--- config.mk ---
export PLATFORM = sky130hd
export DESIGN_NAME = dmem_copy_engine
export DESIGN_NICKNAME = d
export VERILOG_FILES = /design/src/rtl/dmem_bus_pkg.sv /design/src/rtl/dmem_copy_engine.sv
export SDC_FILE = /design/constraint.sdc
export NUM_CORES = 1
export LEC_CHECK = 0
export ABC_AREA = 0
export CORE_MARGIN = 2
export CORE_UTILIZATION = 44
export DETAILED_ROUTE_END_ITERATION = 10
export GPL_ROUTABILITY_DRIVEN = 0
export PLACE_DENSITY = 0.77
export RECOVER_POWER = 25
export SLEW_MARGIN = 25
export SYNTH_ARGS = -nofsm -noshare
export SYNTH_HDL_FRONTEND = slang
export SYNTH_SLANG_ARGS = --single-unit
--- constraint.sdc ---
create_clock -name clk -period 2.2 [get_ports clk]
set_clock_uncertainty 0.2 [all_clocks]
set_input_delay 0.55 -clock clk [delete_from_list [all_inputs] [get_ports clk]]
set_output_delay 0.55 -clock clk [all_outputs]
set_load 0.02 [all_outputs]
--- src/rtl/dmem_bus_pkg.sv ---
// rtl/dmem_bus_pkg.sv - shared data-memory bus types and constants
package dmem_bus_pkg;

  typedef enum logic [1:0] {
    IDLE,
    RD,
    WR,
    DONE
  } state_t;

  localparam logic [31:0] SWITCH_ADDR = 32'hC000_0000;
  localparam logic [31:0] LED_ADDR    = 32'hC000_0004;
  localparam int          WORD_BYTES  = 4;

endpackage

--- src/rtl/dmem_copy_engine.sv ---
// rtl/dmem_copy_engine.sv - word copy engine acting as a second data-memory bus initiator
module dmem_copy_engine
  import dmem_bus_pkg::*;
#(
  parameter int LEN_W  = 8,
  parameter int ADDR_W = 32
) (
  input  logic              clk,
  input  logic              reset,
  input  logic              start,
  input  logic [ADDR_W-1:0] src_addr,
  input  logic [ADDR_W-1:0] dst_addr,
  input  logic [LEN_W-1:0]  len,
  output logic              bus_req,
  input  logic              bus_gnt,
  output logic [ADDR_W-1:0] mem_a,
  output logic              mem_we,
  output logic [31:0]       mem_wd,
  input  logic [31:0]       mem_rd,
  output logic              busy,
  output logic              done
);

  localparam logic [ADDR_W-1:0] ALIGN_MASK = ~(ADDR_W'(3));
  localparam logic [ADDR_W-1:0] STEP       = ADDR_W'(WORD_BYTES);

  state_t            state;
  logic [ADDR_W-1:0] src_ptr;
  logic [ADDR_W-1:0] dst_ptr;
  logic [LEN_W-1:0]  count;
  logic [31:0]       data_q;

  // Control FSM: one granted cycle per bus access, a lost grant simply holds the current state
  always_ff @(posedge clk) begin
    if (!reset) begin
      state   <= IDLE;
      src_ptr <= '0;
      dst_ptr <= '0;
      count   <= '0;
      data_q  <= '0;
      busy    <= 1'b0;
      bus_req <= 1'b0;
      done    <= 1'b0;
    end else begin
      case (state)
        IDLE: begin
          if (start) begin
            src_ptr <= src_addr & ALIGN_MASK;
            dst_ptr <= dst_addr & ALIGN_MASK;
            count   <= len;
            if (len == '0) begin
              state <= DONE;
              done  <= 1'b1;
            end else begin
              state   <= RD;
              busy    <= 1'b1;
              bus_req <= 1'b1;
            end
          end
        end
        RD: begin
          if (bus_gnt) begin
            data_q <= mem_rd;
            state  <= WR;
          end
        end
        WR: begin
          if (bus_gnt) begin
            src_ptr <= src_ptr + STEP;
            dst_ptr <= dst_ptr + STEP;
            count   <= count - LEN_W'(1);
            if (count == LEN_W'(1)) begin
              state   <= DONE;
              busy    <= 1'b0;
              bus_req <= 1'b0;
              done    <= 1'b1;
            end else begin
              state <= RD;
            end
          end
        end
        default: begin
          done  <= 1'b0;
          state <= IDLE;
        end
      endcase
    end
  end

  // Bus drive is gated by grant in the same cycle so an ungranted engine presents an all-zero bus
  always_comb begin
    mem_a  = '0;
    mem_we = 1'b0;
    mem_wd = '0;
    if (bus_gnt) begin
      case (state)
        RD: mem_a = src_ptr;
        WR: begin
          mem_a  = dst_ptr;
          mem_we = 1'b1;
          mem_wd = data_q;
        end
        default: ;
      endcase
    end
  end

endmodule

==> impl_results.md <==
* Status: finished, violations left
* Violated checks: setup timing
* Die H at 125 µm
* Synth area leader: dfxtp_1
* Antenna Violating Nets Remaining at 0
* Asr flop ratio synth at 0%
* Sequential share of the synthesized area at 32.5%
* Die area at 0.0156 mm²
* Leakage at 0.00410 µW
* Initial Util at 44.6%
* CTS Buffer Depth at 2
* Ports at 176
* Ratio of final minimum period to clock period at 112%
* Placeable Area at 0.0144 mm²
* Share of the synthesized area in the top cell type at 32.5%
* Minimum clock period at 2470 ps
* Placed insts at 1297
* Final worst setup slack at -266 ps
* Maxcap violations at 0
* Ant. Diodes at 0
* Most common cell in the netlist: nand2_1
* Crit end category: output port
* Synth Warn # at 0
* Post-synth EDFFs at 0
* Required @ worst endpoint at 1450 ps
* Vias at 8180
* Total routed wirelength at 25200 µm
* Core Rows at 44
* Post-DP HPWL at 16600 µm
* CP top delay family: buffers and inverters
* First-pass GRT wire length at 37600 µm
* Most common flop cell mapped by yosys: dfxtp_1
* CP most frequent cell: buf_6
* Buffers & Inverters on Critical Path at 4
* Post-Syn Area at 0.00641 mm²
* Yosys reg bits at 104
* Via/cell ratio at 6.11
* Die Wd at 125 µm
* Post-synth cell types at 66
* H-tree Lvls at 3
* Num CTS Buffers at 9
* Synth top area cells: dfxtp_1, a21oi_1, nand2_1
* Clk sinks at 104
* Worst setup SP type: flip-flop
* Syn Inst Count at 886
* Wirelength per Cell at 18.9 µm
* Peak supply drop at 0.645 mV
* Pin count of the biggest net entering global routing at 36
* PD cells at 1130 mW/mm²
* Vias in the first global route at 7288
* WP data arrival at 1720 ps
* Clk Latency, worst-skew pair at 360 ps
* Finished Layout Cells at 1339
* Share of post-route cells with drive strength above 1 at 32.7%
* Gr ovfl total at 0
* Pwr Total at 11900 µW
* Initial antenna violation count at 0
* Max FO, Critical Path at 9
* IO buf count at 169
* Min-Delay Path Class: reg2reg
* Nets at 1266
* Global Route Usage Sum at 29.4%
* Initial drt markers at 993
* Max frequency at 405 MHz
* Drc violations at 0
* Slowest CP cell: dfxtp_2
* Most frequent cells after synthesis: nand2_1, a21oi_1, dfxtp_1
* Final Hold Violating Endpoints at 0
* Syn avg cell area at 7.24 µm²
* CTS tree: yes
* Fin util at 73.1%
* Hold Buf Count CTS at 0
* Crit path kind: reg2out
* Crit-path max cell delay at 360 ps
* First-pass DRT Iterations at 7
* P&R area growth vs syn at 63.9%
* Critical path, cell by cell: buf_6 -> ha_4 -> buf_6 -> buf_6 -> a22oi_2 -> nor2_2 -> buf_6
* Setup violations, final at 103
* Clk pin slew, worst setup/hold paths at 70 ps
* RSZ-0062 raised after global routing: yes
* Clock root buffer: clkbuf_16
* Max Transition Viols Final at 0
worst paths after layout:
path | from | slack, ps | end | cells past startpoint
min | data_q[0] | 250 | data_q[0] | 2
max reg2reg | state[1] | -170 | dst_ptr[30] | 9
min reg2reg | data_q[0] | 250 | data_q[0] | 2
max | state[1] | -270 | mem_a[28] | 7
power breakdown:
part	switching (µW)	internal [µW]	total [µW]
Combinational	3530	3260	6790
Sequential	742	2520	3260
Clock	799	1020	1810
cell families after synthesis:
family,Yosys count,synth area share (%)
AOI/OAI and AO/OA,256,24.6
DFF,104,32.5
xor gates and xnor gates,1,0.137
adders and majority gates,8,1.56
other,1,0.0585
muxes,19,3.08
and+or+nand+nor,403,31.7
buffers and inverters,94,6.40
worst reg2reg max path, cell delays in order, from the launching register on:
cell and delay [ps]:
dfxtp_2 340, buf_6 120, ha_4 220, buf_12 170
mux2i_4 200, nand2b_4 200, buf_4 170, or3_1 310
mux2_2 280, a21oi_2 110
per-layer routing:
layer,part of all wire (%),track usage [%]
met3,9.1,3.39
met1,39,38.2
met5,0,0
met2,47,49.2
met4,4.8,13.1
registers in the layout (all words and copies together) (netlist names):
| register | cells |
|---|---|
| src_ptr | 30 |
| done | 1 |
| data_q | 32 |
| count | 8 |
| dst_ptr | 30 |
| state | 2 |
| busy | 1 |
timing repair:
action | CTS | global route
resized for setup | 392 | 107
setup endpoints to repair | 130 | 130
pin swaps | 17 | 30
gates cloned | 4 | 3
setup buffers | 4 | 15
per-stage QoR:
| step | setup slack, ps | cell area [µm²] | hold slack, ps | setup TNS [ps] |
|---|---|---|---|---|
| global route | -303 | 10500 | 276 | -20320 |
| global placement | -697 | 9300 | 242 | -77210 |
| detailed placement | -730 | 9300 | 246 | -80530 |
| finish | -266 | 10500 | 254 | -14240 |
| CTS | -249 | 10000 | 256 | -13340 |
| floorplan | -71.2 | 6570 | 232 | -285 |
layout by cell type (no fill, tap or decap), types with 23 or more instances in the layout:
cell               n
a21oi_1           99
buf_6             65
and3_1            27
nor2_1            53
nand3_1           44
a22oi_2           23
dfxtp_1          100
o21ai_0           30
buf_4            132
clkdlybuf4s50_1  105
nand2_1          125
layout make-up:
cell class	count	area, µm²
multi-input combinational	689	4460
fill	1022	3860
timing repair buffer	330	3330
sequential	104	2090
tap	184	230
clock buffer	9	225
clock inverter	7	103
inverter	16	65.1
Note: power is estimated with default switching activity, not from simulation.
